`src/rtl/seq_divider_pkg.sv`:
```
// Shared FSM state encodings and debug-state width for seq_divider.
// Pure declarations; no logic, no latency, no backpressure.
package seq_divider_pkg;

   localparam int CS_W = 3;

   typedef enum logic [CS_W-1:0] {
      IDLE = 3'd0,
      LOAD = 3'd1,
      ITER = 3'd2,
      FIX  = 3'd3,
      DONE = 3'd4
   } state_t;

endpackage

```
`src/rtl/seq_divider_dp.sv`:
```
// Restoring-divider datapath: operand capture, one quotient bit per ITER cycle, sign fix-up, result hold.
// Sign logic exists only with SEQ_DIVIDER_SIGNED_EN; strobes come from the FSM, so there is no backpressure.
module seq_divider_dp #(
   parameter int WIDTH = 8,
   parameter int CNT_W = $clog2(WIDTH+1)
) (
   input  logic             clk,
   input  logic             rst,
   input  logic             cap,
   input  logic             load,
   input  logic             iter,
   input  logic             fix,
   input  logic             fin,
   input  logic             signed_mode,
   input  logic [WIDTH-1:0] dividend,
   input  logic [WIDTH-1:0] divisor,
   output logic             div_zero,
   output logic             cnt_last,
   output logic [WIDTH-1:0] quotient,
   output logic [WIDTH-1:0] remainder,
   output logic             error,
   output logic             done
);

   logic [WIDTH-1:0] a_q;
   logic [WIDTH-1:0] b_q;
   logic [WIDTH-1:0] r_q;
   logic [WIDTH-1:0] x_q;
   logic [WIDTH-1:0] y_q;
   logic [CNT_W-1:0] cnt_q;
   logic [WIDTH:0]   diff;

   // Trial subtraction of the divisor from the left-shifted partial remainder.
   assign diff     = {r_q, x_q[WIDTH-1]} - {1'b0, y_q};
   assign div_zero = (b_q == '0);
   assign cnt_last = (cnt_q == CNT_W'(1));

`ifdef SEQ_DIVIDER_SIGNED_EN
   localparam logic [WIDTH-1:0] MIN_NEG = {1'b1, {(WIDTH-1){1'b0}}};

   logic             smode_q;
   logic             neg_q_q;
   logic             neg_r_q;
   logic             ovf_q;
   logic [WIDTH-1:0] a_mag;
   logic [WIDTH-1:0] b_mag;

   assign a_mag = (smode_q && a_q[WIDTH-1]) ? -a_q : a_q;
   assign b_mag = (smode_q && b_q[WIDTH-1]) ? -b_q : b_q;

   always_ff @(posedge clk) begin
      if (rst) begin
         smode_q <= 1'b0;
         neg_q_q <= 1'b0;
         neg_r_q <= 1'b0;
         ovf_q   <= 1'b0;
      end else if (cap) begin
         smode_q <= signed_mode;
      end else if (load) begin
         neg_q_q <= smode_q && (a_q[WIDTH-1] ^ b_q[WIDTH-1]);
         neg_r_q <= smode_q && a_q[WIDTH-1];
         ovf_q   <= smode_q && (a_q == MIN_NEG) && (b_q == '1);
      end
   end
`else
   logic unused_mode;
   assign unused_mode = signed_mode ^ fix;
`endif

   always_ff @(posedge clk) begin
      if (rst) begin
         a_q   <= '0;
         b_q   <= '0;
         r_q   <= '0;
         x_q   <= '0;
         y_q   <= '0;
         cnt_q <= '0;
      end else if (cap) begin
         a_q <= dividend;
         b_q <= divisor;
      end else if (load) begin
         r_q   <= '0;
         cnt_q <= CNT_W'(WIDTH);
`ifdef SEQ_DIVIDER_SIGNED_EN
         x_q   <= a_mag;
         y_q   <= b_mag;
`else
         x_q   <= a_q;
         y_q   <= b_q;
`endif
      end else if (iter) begin
         cnt_q <= cnt_q - CNT_W'(1);
         if (!diff[WIDTH]) begin
            r_q <= diff[WIDTH-1:0];
            x_q <= {x_q[WIDTH-2:0], 1'b1};
         end else begin
            r_q <= {r_q[WIDTH-2:0], x_q[WIDTH-1]};
            x_q <= {x_q[WIDTH-2:0], 1'b0};
         end
      end
`ifdef SEQ_DIVIDER_SIGNED_EN
      else if (fix) begin
         if (neg_q_q) x_q <= -x_q;
         if (neg_r_q) r_q <= -r_q;
      end
`endif
   end

   // Results are published one edge after DONE and then held until the next run finishes.
   always_ff @(posedge clk) begin
      if (rst) begin
         quotient  <= '0;
         remainder <= '0;
         error     <= 1'b0;
         done      <= 1'b0;
      end else begin
         done <= fin;
         if (cap) begin
            error <= 1'b0;
         end else if (fin) begin
            if (div_zero) begin
               quotient  <= '1;
               remainder <= a_q;
               error     <= 1'b1;
            end else begin
               quotient  <= x_q;
               remainder <= r_q;
`ifdef SEQ_DIVIDER_SIGNED_EN
               error     <= ovf_q;
`else
               error     <= 1'b0;
`endif
            end
         end
      end
   end

endmodule

```
`src/rtl/seq_divider.sv`:
```
// Sequential restoring divider; done rises WIDTH+3 edges after go (2 on divide-by-zero); go ignored while busy.
// Signed operation and overflow detection are built in only with SEQ_DIVIDER_SIGNED_EN defined.
module seq_divider
   import seq_divider_pkg::*;
#(
   parameter int WIDTH = 8,
   parameter int CNT_W = $clog2(WIDTH+1)
) (
   input  logic             clk,
   input  logic             rst,
   input  logic             go,
   input  logic             signed_mode,
   input  logic [WIDTH-1:0] dividend,
   input  logic [WIDTH-1:0] divisor,
   output logic [WIDTH-1:0] quotient,
   output logic [WIDTH-1:0] remainder,
   output logic             done,
   output logic             busy,
   output logic             error,
   output logic [CS_W-1:0]  cs
);

   state_t state;
   state_t nxt;
   logic   cap;
   logic   load;
   logic   iter;
   logic   fix;
   logic   fin;
   logic   div_zero;
   logic   cnt_last;

   always_ff @(posedge clk) begin
      if (rst) state <= IDLE;
      else     state <= nxt;
   end

   always_comb begin
      nxt  = state;
      cap  = 1'b0;
      load = 1'b0;
      iter = 1'b0;
      fix  = 1'b0;
      fin  = 1'b0;
      case (state)
         IDLE: begin
            if (go) begin
               cap = 1'b1;
               nxt = LOAD;
            end
         end
         LOAD: begin
            load = 1'b1;
            nxt  = div_zero ? DONE : ITER;
         end
         ITER: begin
            iter = 1'b1;
            if (cnt_last) nxt = FIX;
         end
         FIX: begin
            fix = 1'b1;
            nxt = DONE;
         end
         DONE: begin
            fin = 1'b1;
            nxt = IDLE;
         end
         default: nxt = IDLE;
      endcase
   end

   assign busy = (state != IDLE);
   assign cs   = state;

   seq_divider_dp #(
      .WIDTH (WIDTH),
      .CNT_W (CNT_W)
   ) u_dp (
      .clk         (clk),
      .rst         (rst),
      .cap         (cap),
      .load        (load),
      .iter        (iter),
      .fix         (fix),
      .fin         (fin),
      .signed_mode (signed_mode),
      .dividend    (dividend),
      .divisor     (divisor),
      .div_zero    (div_zero),
      .cnt_last    (cnt_last),
      .quotient    (quotient),
      .remainder   (remainder),
      .error       (error),
      .done        (done)
   );

endmodule

```
`config.mk`:
```
export PLATFORM = sky130hd
export DESIGN_NAME = seq_divider
export DESIGN_NICKNAME = d
export VERILOG_FILES = /design/src/rtl/seq_divider_pkg.sv /design/src/rtl/seq_divider_dp.sv /design/src/rtl/seq_divider.sv
export SDC_FILE = /design/constraint.sdc
export NUM_CORES = 1
export LEC_CHECK = 0
export ABC_AREA = 1
export BUFFER_PORTS_ARGS = -buffer_cell sky130_fd_sc_hd__buf_2
export CORE_UTILIZATION = 55
export CTS_BUF_LIST = sky130_fd_sc_hd__clkbuf_16
export DETAILED_ROUTE_END_ITERATION = 6
export HOLD_SLACK_MARGIN = 0.08
export PLACE_DENSITY = 0.77
export SLEW_MARGIN = 0
export SYNTH_ARGS = -nofsm -noshare
export SYNTH_HDL_FRONTEND = slang
export SYNTH_HIERARCHICAL = 1
export SYNTH_SLANG_ARGS = --single-unit
```
`constraint.sdc`:
```
create_clock -name clk -period 3 [get_ports clk]
set_clock_uncertainty 0.15 [all_clocks]
set_input_delay 0.6 -clock clk [delete_from_list [all_inputs] [get_ports clk]]
set_output_delay 0.6 -clock clk [all_outputs]
set_load 0.005 [all_outputs]
```
# ---- After elaboration in Yosys (flattened, before gate mapping)
# Index checks and enable logic that the tools add are counted.
dict set report totals {
  ramBits 0
  mem_bits_ro 0
  register_bits 65
  memories 0
  latch_bits 0
}
dict set report classes {
  bitwise 1
  add_sub_neg 2
  muxes 20
  shift 0
  div 0
  n_reduce_logical 9
  n_eq_ne 7
  order_cmp 0
  n_mul 0
}
# cell count
set op_table {}
lappend op_table {{$mux W8} 7}
lappend op_table {{$pmux W3 S4} 1}
lappend op_table {{$mux W3} 3}
lappend op_table {{$sub A9 B8 Y9} 1}
lappend op_table {{$logic_not A8 Y1} 1}
lappend op_table {{$mux W4} 2}
lappend op_table {{$reduce_and A2 Y1} 4}
lappend op_table {{$mux W1} 7}
lappend op_table {{$eq A3 B2 Y1 const B} 2}
lappend op_table {{$eq A4 B1 Y1 const B} 1}
lappend op_table {{$ne A2 B2 Y1 const B} 2}
lappend op_table {{$sub A4 B1 Y4 const B} 1}
lappend op_table {{$eq A3 B1 Y1 const B} 1}
lappend op_table {{$eq A3 B3 Y1 const B} 1}
lappend op_table {{$logic_not A3 Y1} 1}
lappend op_table {{$reduce_bool A3 Y1} 1}
lappend op_table {{$reduce_bool A2 Y1} 1}
lappend op_table {{$reduce_or A2 Y1} 1}
lappend op_table {{$not A1 Y1} 1}

# ---- Longest topological paths before layout
# Gate-level depths: netlist (run 1).
dict set report logic_depth {
  depth_word 4
  depth_mapped 14
  ltp_nobuf 14
}

# ---- By module
# Netlist (run 1), hierarchy kept.
# mod instances area_per_inst_um2 cells_each
set by_module_without_submodules {}
lappend by_module_without_submodules {seq_divider_dp 1 2967.8 407}
lappend by_module_without_submodules {seq_divider 1 175.2 27}

# ---- Worst setup path after synthesis (run 1)
# Ideal clock, no wire load.
dict set report synth_timing {
  kind {reg-to-reg}
  start {register u_dp.x_q[7]}
  end {register u_dp.r_q[7]}
  setup_ns 0.128
  arrival_ns 1.696
  path_buffers 0
  path_stages_with_launch 14
  slack_ns 1.026
  required_ns 2.722
  cell_sequence {dfxtp_1 > inv_1 > ha_1 > fa_1 > inv_1 > nand2_1 > nand2_1 > nand3_2 > nand3_1 > nand2_4 > nor2_1 > nor2_1 > nor2_1 > nor2_1}
}
dict set report synth_via {
  elab_chain_len 4
}
# item line_no
set synth_rtl {}
lappend synth_rtl {{start, declared} seq_divider_dp.sv:28} ;# logic [WIDTH-1:0] x_q;
lappend synth_rtl {{start signal, assigned} seq_divider_dp.sv:88} ;# x_q <= a_q;
lappend synth_rtl {{start signal, assigned} seq_divider_dp.sv:95} ;# x_q <= {x_q[WIDTH-2:0], 1'b1};
lappend synth_rtl {{start signal, assigned} seq_divider_dp.sv:98} ;# x_q <= {x_q[WIDTH-2:0], 1'b0};
lappend synth_rtl {{$sub A9 B8 Y9} seq_divider_dp.sv:34} ;# assign diff = {r_q, x_q[WIDTH-1]} - {1'b0, y_q};
lappend synth_rtl {{$mux W8} seq_divider_dp.sv:93} ;# if (!diff[WIDTH]) begin
lappend synth_rtl {{$mux W8} seq_divider_dp.sv:91} ;# end else if (iter) begin
lappend synth_rtl {{$mux W8} seq_divider_dp.sv:81} ;# end else if (load) begin
lappend synth_rtl {{end signal, assigned} seq_divider_dp.sv:94} ;# r_q <= diff[WIDTH-1:0];
lappend synth_rtl {{end signal, assigned} seq_divider_dp.sv:97} ;# r_q <= {r_q[WIDTH-2:0], x_q[WIDTH-1]};
lappend synth_rtl {{end, declared} seq_divider_dp.sv:27} ;# logic [WIDTH-1:0] r_q;
# No other way between the ends. The select of a mux whose other input is x is not followed.
# A chain may end at the register's enable or synchronous reset.

# ---- Final worst setup path (run 1)
dict set report layout_timing {
  start {register state[1], in the netlist cs[1]}
  end {register u_dp.cnt_q[3]}
}
dict set report layout_via {
  elab_chain_len 4
  word_cells_on_any_way 10
}
# item line_no
set layout_rtl {}
lappend layout_rtl {{start, declared} seq_divider.sv:23} ;# state_t state;
lappend layout_rtl {{start signal, assigned} seq_divider.sv:35} ;# else state <= nxt;
lappend layout_rtl {{$logic_not A3 Y1} seq_divider.sv:45} ;# case (state)
lappend layout_rtl {{$mux W1} seq_divider.sv:45}
lappend layout_rtl {{via cap} seq_divider.sv:25} ;# logic cap;
lappend layout_rtl {{$not A1 Y1 (no source line)} --}
lappend layout_rtl {{$reduce_and A2 Y1 (no source line)} --}
lappend layout_rtl {{end signal, assigned} seq_divider_dp.sv:83} ;# cnt_q <= CNT_W'(WIDTH);
lappend layout_rtl {{end signal, assigned} seq_divider_dp.sv:92} ;# cnt_q <= cnt_q - CNT_W'(1);
lappend layout_rtl {{end, declared} seq_divider_dp.sv:30} ;# logic [CNT_W-1:0] cnt_q;
# The timed path passes the listed nets, and every way through them passes these cells.

==> results of run 1 <==
==> sequential cells by signal, summed over array words and instances (netlist names) <==
name and count:
u_dp/done 1, u_dp/b_q 8, u_dp/r_q 8, u_dp/y_q 8, u_dp/x_q 8, cs 3, u_dp/error 1, u_dp/cnt_q 4
u_dp/remainder 8, u_dp/a_q 8, u_dp/quotient 8
==> where the power goes <==
group	total (uW)	internal [uW]	switching [uW]
Clock	898	542	357
Sequential	1170	1050	127
Combinational	1600	536	1070
==> metrics by stage <==
| stage | setup WS (ns) | hold WS [ns] | area, um^2 | power (uW) |
|---|---|---|---|---|
| after floorplan | 1.03 | 0.283 | 3140 | 2400 |
| after global placement | 0.751 | 0.300 | 3400 | 2700 |
| after detailed placement | 0.713 | 0.302 | 3400 | 2740 |
| after CTS | 0.819 | 0.310 | 3650 | 3660 |
| after global routing | 0.629 | 0.341 | 3650 | 3950 |
| final | 0.791 | 0.302 | 3650 | 3670 |
==> metal layers <==
metal	GRT usage	part of all wire	vias up	routed length (um)
met3	0.0576	0.063	9	472
met2	0.438	0.46	98	3420
met5	0	0	-	0
met4	0.0962	0.015	0	113
li1	-	-	1493	-
met1	0.338	0.46	1338	3430
==> worst register-to-register path, cell delays in order, from the launching register on <==
cell and delay, ns:
sky130_fd_sc_hd__dfxtp_1 0.44, sky130_fd_sc_hd__inv_1 0.12, sky130_fd_sc_hd__nand2_1 0.09, sky130_fd_sc_hd__nor2_1 0.05
sky130_fd_sc_hd__buf_4 0.23, sky130_fd_sc_hd__inv_4 0.24, sky130_fd_sc_hd__o21ai_4 0.17, sky130_fd_sc_hd__inv_4 0.19
sky130_fd_sc_hd__nand4_1 0.12, sky130_fd_sc_hd__or2_0 0.22, sky130_fd_sc_hd__a21oi_1 0.13
==> how the worst min path moves through the flow <==
stage | start | end | slack [ns] | depth (start not counted)
after global placement | u_dp/y_q[6] | u_dp/y_q[6] | 0.30 | 2
final | u_dp/y_q[6] | u_dp/y_q[6] | 0.30 | 2
after floorplan | u_dp/y_q[4] | u_dp/y_q[4] | 0.28 | 2
after CTS | u_dp/y_q[6] | u_dp/y_q[6] | 0.31 | 2
after global routing | u_dp/y_q[4] | u_dp/y_q[4] | 0.34 | 2
after detailed placement | u_dp/y_q[6] | u_dp/y_q[6] | 0.30 | 2
==> layout make-up <==
type	count	area, um^2	area share
Clock inverter	7	31.3	0.00856
Sequential cell	65	1300	0.356
Multi-Input combinational cell	288	1520	0.415
Tap cell	72	90.1	0.0246
Clock buffer	9	225	0.0616
Inverter	64	246	0.0674
Timing Repair Buffer	46	245	0.0671
==> Implementation_results.wiki, run 1 <==
{| class="wikitable"
! Metric !! Value
|-
| Result of the run || finished, final reports clean
|-
| Number of placed instances with taps included || 535
|-
| Setup crit start kind || register
|-
| GR Overflow Total || 0
|-
| Pin count of the biggest net entering global routing || 27
|-
| CP max stage delay || 0.44 ns
|-
| Post-layout minimum cycle time || 2.21 ns
|-
| Kind of end point of the critical path || register
|-
| Total stage count of the critical path || 10
|-
| Count of placed standard cells in the final layout, fillers left out || 551
|-
| Number of antenna violations at the first check in global routing || 0
|-
| Share of the core filled with cells || 0.664
|-
| Setup TNS || 0 ns
|-
| Total CTS buffers || 9
|-
| Required time of the worst setup path || 3.11 ns
|-
| Fraction of final layout cells sized beyond drive strength 1 || 0.161
|-
| Count of buffer and inverter cells on the critical path || 4
|-
| H-tree depth || 3
|-
| Count of cells along the worst register-to-register path || 10
|-
| Relative slew slack || 0.764
|-
| Drt pass-1 iters || 4
|-
| R2R Path End || u_dp/cnt_q[3]
|-
| Global router's overall resource usage || 0.265
|-
| Mean cell area of the mapped netlist || 7.25 um^2
|-
| Tcrit/Tclk final || 0.736
|-
| DIE AREA || 6010 um^2
|-
| Highest achievable clock rate || 453 MHz
|-
| Kind of cell with the highest combined delay on the critical path || buffers and inverters
|-
| Worst reg-to-reg setup slack || 0.79 ns
|-
| Via count of the first global-routing pass || 2730
|-
| Number of hold buffers added after cts || 0
|-
| Vias per std cell || 5.33
|-
| Most frequent standard cell in the layout excluding fill and tap cells || sky130_fd_sc_hd__nand2_1
|-
| Global-route wire length before repair || 12500 um
|-
| Die Ht || 77.5 um
|-
| Setup repair after global routing missed its margin || false
|-
| Max cap viols || 0
|-
| Nets in the synthesized netlist || 464
|-
| Worst path most repeated cell || sky130_fd_sc_hd__inv_4
|-
| Clock slew at the register clock pins of the worst setup and hold paths || 0.05 ns
|-
| Core Rows || 27
|-
| Largest vdd supply drop || 520 uV
|-
| Final Net Count || 505
|-
| Post_cts resized || 0
|-
| Drt initial violations || 225
|-
| Post-synth design cell area || 3140 um^2
|-
| Count of clock tree sinks || 65
|-
| Starting Density || 0.570
|-
| Postcts setup bufs || 0
|-
| CP endpoint || u_dp/cnt_q[3]
|-
| Vias after detailed routing || 2938
|-
| Chip Width || 77.5 um
|-
| Mean routed wirelength per cell || 13.5 um
|-
| HPWL after detailed placement || 4980 um
|-
| Max Transition Viols Final || 0
|-
| Worst R2R Start || cs[1]
|-
| CTS Root Cell || sky130_fd_sc_hd__clkbuf_16
|-
| Type of the setup path with the least slack || reg2reg
|-
| Post-synthesis instance total || 433
|-
| CTS tree || built
|-
| Placeable core region || 5510 um^2
|-
| Setup crit start || cs[1]
|-
| Maximum number of buffers from clock root to sink || 2
|-
| Number of port buffers || 40
|-
| Power density relative to cell area || 1010 nW/um^2
|-
| Leakage || 0.00172 uW
|-
| Filler cells || 464
|-
| Total setup violations reported at the end of the flow || 0
|-
| Commonest cells after routing, fill and taps aside || sky130_fd_sc_hd__nand2_1, sky130_fd_sc_hd__dfxtp_1, sky130_fd_sc_hd__inv_1
|-
| Ports || 42
|-
| Series of cell instances along the critical path || inv_1 -> nand2_1 -> nor2_1 -> buf_4 -> inv_4 -> o21ai_4 -> inv_4 -> nand4_1 -> or2_0 -> a21oi_1
|-
| Detail Route Antenna Nets || 0
|-
| Data arrival time of the critical path || 2.32 ns
|-
| Final Routed Wirelength || 7440 um
|-
| Slowest-stage cell, CP || sky130_fd_sc_hd__dfxtp_1
|-
| Worst Tran Pin Value || 0.353 ns
|-
| Routability congestion estimate || 0.869
|-
| Worst-skew pair later-pin latency || 0.32 ns
|-
| Kind of path behind the tightest hold check || reg2reg
|-
| Largest driver fanout on the critical path || 26
|-
| YS warnings || 6
|-
| Layout overhead on the synthesized area || 16.5%
|-
| Hold Violations, Final || 0
|-
| Number of diodes added for antenna fixing || 0
|-
| DRC violations left || 0
|}
Power figures use the tool's default switching activity.
==> inputs of run 2 (changes only) <==
CORE_UTILIZATION = 52   (was 55)
PLACE_DENSITY = 0.76   (was 0.77)
clock period = 2 ns   (was 3 ns; I/O delays follow)
==> run 2 against run 1 <==
Net effect:
- hold slack lost 0.15 ns
- core utilization grew 2.6 points
- final cell count grew 1.8%
- global-route usage shrank 0.10 points
- setup slack lost 0.78 ns
- sequential share of layout area shrank 2.3 points
- count of clock-buffer cells in the layout is the same
- non-clock buffer count grew 10
- critical endpoint is now u_dp/r_q[6]
- largest power group unchanged
- highest routed layer unchanged
==> Implementation_results.wiki, run 2 (synthesis gave the netlist of run 1 again) <==
{| class="wikitable"
! Metric !! Value
|-
| Vias after detailed routing || 3010 (was 2938)
|-
| Placeable core region || 5680 um^2 (was 5510 um^2)
|-
| Hold Violations, Final || 0 (unchanged)
|-
| Largest driver fanout on the critical path || 8 (was 26)
|-
| DIE AREA || 6350 um^2 (was 6010 um^2)
|-
| Result of the run || finished, final reports clean (unchanged)
|-
| Ports || 42 (unchanged)
|-
| Met3 usage in global routing || 0.0697 (was 0.0576)
|-
| Detail Route Antenna Nets || 0 (unchanged)
|-
| Setup repair after global routing missed its margin || true (was false)
|-
| Layout overhead on the synthesized area || 24.7% (was 16.5%)
|-
| Type of the setup path with the least slack || reg2reg (unchanged)
|-
| Die Ht || 79.7 um (was 77.5 um)
|-
| Vias per std cell || 5.37 (was 5.33)
|-
| Clock slew at the register clock pins of the worst setup and hold paths || 0.06 ns (was 0.05 ns)
|-
| Post-layout minimum cycle time || 1.99 ns (was 2.21 ns)
|-
| Final Net Count || 515 (was 505)
|-
| Pin count of the biggest net entering global routing || 44 (was 27)
|-
| Via count of the first global-routing pass || 2770 (was 2730)
|-
| GRT Max-Usage Layer || met2 (unchanged)
|-
| Leakage || 0.00181 uW (was 0.00172 uW)
|-
| Max Transition Viols Final || 0 (unchanged)
|-
| Share of the core filled with cells || 0.690 (was 0.664)
|-
| Kind of end point of the critical path || register (unchanged)
|-
| Maximum number of buffers from clock root to sink || 2 (unchanged)
|-
| Global-route wire length before repair || 12700 um (was 12500 um)
|-
| Max cap viols || 0 (unchanged)
|-
| Highest achievable clock rate || 502 MHz (was 453 MHz)
|-
| Count of placed standard cells in the final layout, fillers left out || 561 (was 551)
|-
| CTS Root Cell || sky130_fd_sc_hd__clkbuf_16 (unchanged)
|-
| DRC violations left || 0 (unchanged)
|-
| H-tree depth || 3 (unchanged)
|-
| Fraction of final layout cells sized beyond drive strength 1 || 0.233 (was 0.161)
|-
| Routability congestion estimate || 0.820 (was 0.869)
|-
| Number of port buffers || 40 (unchanged)
|-
| Met2 global-route usage || 0.436 (was 0.438)
|-
| Count of clock tree sinks || 65 (unchanged)
|-
| Hold_ws || 0.151 ns (was 0.302 ns)
|-
| HPWL after detailed placement || 5270 um (was 4980 um)
|-
| Setup crit start kind || register (unchanged)
|-
| Final Routed Wirelength || 7770 um (was 7440 um)
|-
| Kind of path behind the tightest hold check || in2reg (was reg2reg)
|-
| GR met1 Demand/Resource || 0.342 (was 0.338)
|-
| Chip Width || 79.7 um (was 77.5 um)
|-
| Number of antenna violations at the first check in global routing || 0 (unchanged)
|-
| CTS tree || built (unchanged)
|-
| Drt initial violations || 178 (was 225)
|-
| Worst Tran Pin Value || 0.362 ns (was 0.353 ns)
|-
| Relative slew slack || 0.758 (was 0.764)
|-
| Commonest cells after routing, fill and taps aside || sky130_fd_sc_hd__nand2_1, sky130_fd_sc_hd__dfxtp_1, sky130_fd_sc_hd__inv_1 (unchanged)
|-
| CP max stage delay || 0.33 ns (was 0.44 ns)
|-
| Starting Density || 0.553 (was 0.570)
|-
| Series of cell instances along the critical path || inv_2 -> ha_4 -> fa_2 -> inv_1 -> nand2_1 -> nand2_2 -> nand3_4 -> nand2_4 -> nand2_4 -> nand2_8 -> nand2_1 -> nand3_1 -> a21oi_1 (was inv_1 -> nand2_1 -> nor2_1 -> buf_4 -> inv_4 -> o21ai_4 -> inv_4 -> nand4_1 -> or2_0 -> a21oi_1)
|-
| Worst-skew pair later-pin latency || 0.33 ns (was 0.32 ns)
|-
| Core Rows || 27 (unchanged)
|-
| Filler cells || 473 (was 464)
|-
| Drt pass-1 iters || 4 (unchanged)
|-
| Number of diodes added for antenna fixing || 0 (unchanged)
|-
| Mean routed wirelength per cell || 13.9 um (was 13.5 um)
|-
| Total setup violations reported at the end of the flow || 0 (unchanged)
|-
| Count of cells along the worst register-to-register path || 13 (was 10)
|-
| Hold Path Cell Cnt || 3 (was 2)
|-
| Total power draw || 6210 uW (was 3670 uW)
|-
| Most frequent standard cell in the layout excluding fill and tap cells || sky130_fd_sc_hd__nand2_1 (unchanged)
|-
| Power density relative to cell area || 1590 nW/um^2 (was 1010 nW/um^2)
|-
| Data arrival time of the critical path || 2.05 ns (was 2.32 ns)
|-
| Tcrit/Tclk final || 0.997 (was 0.736)
|-
| GR Overflow Total || 0 (unchanged)
|-
| Required time of the worst setup path || 2.06 ns (was 3.11 ns)
|-
| Global router's overall resource usage || 0.264 (was 0.265)
|-
| Slowest-stage cell, CP || sky130_fd_sc_hd__dfxtp_2 (was sky130_fd_sc_hd__dfxtp_1)
|-
| Largest vdd supply drop || 956 uV (was 520 uV)
|-
| Number of placed instances with taps included || 544 (was 535)
|-
| Total CTS buffers || 9 (unchanged)
|}
-- run 2: repair_timing --
item                                    in CTS  in global routing
setup buffers                                1                  0
pin swaps                                    6                 12
endpoints found under the setup margin       9                 12
gates resized for setup                     13                 22
hold buffers                                 0                  0
-- run 2: critical path: cells and delay by family, from the launching register on --
| kind | cells | cell delay (ns) |
|---|---|---|
| DFF | 1 | 0.33 |
| buffers and inverters | 2 | 0.11 |
| and+or+nand+nor | 8 | 0.73 |
| adders and majority gates | 2 | 0.48 |
| AOI/OAI and AO/OA | 1 | 0.07 |
-- run 2: cell type report --
class / instances / area, um^2 / area share
Clock inverter: 7 / 47.5 / 0.0121
Multi-Input combinational cell: 288 / 1650 / 0.422
Inverter: 64 / 246 / 0.0630
Clock buffer: 9 / 225 / 0.0575
Sequential cell: 65 / 1300 / 0.333
Timing Repair Buffer: 56 / 349 / 0.0892
Tap cell: 72 / 90.1 / 0.0230
-- run 2: worst paths after layout --
path	start	endpoint	slack [ns]
max reg2reg	u_dp/x_q[7]	u_dp/r_q[6]	0.006
min	dividend[4]	u_dp/a_q[4]	0.15
min reg2reg	u_dp/y_q[7]	u_dp/y_q[7]	0.31
max	u_dp/x_q[7]	u_dp/r_q[6]	0.006
-- run 2: metrics by stage --
step	cell area [um^2]	setup WS (ns)	setup TNS [ns]
after floorplan	3140	0.0263	0
after global placement	3490	-0.0436	-0.271
after detailed placement	3490	-0.105	-0.715
after CTS	3820	0.000471	0
after global routing	3910	-0.0778	-0.331
final	3910	0.00634	0
-- run 2: layer usage --
layer	wire length, um	vias up
met5	0	-
met4	48	0
met3	442	7
met2	3850	93
met1	3430	1387
li1	-	1523
-- run 2: where the power goes --
group	internal, uW	switching (uW)
sequential	1570	196
clock	836	571
combinational	1100	1930
total	3510	2700
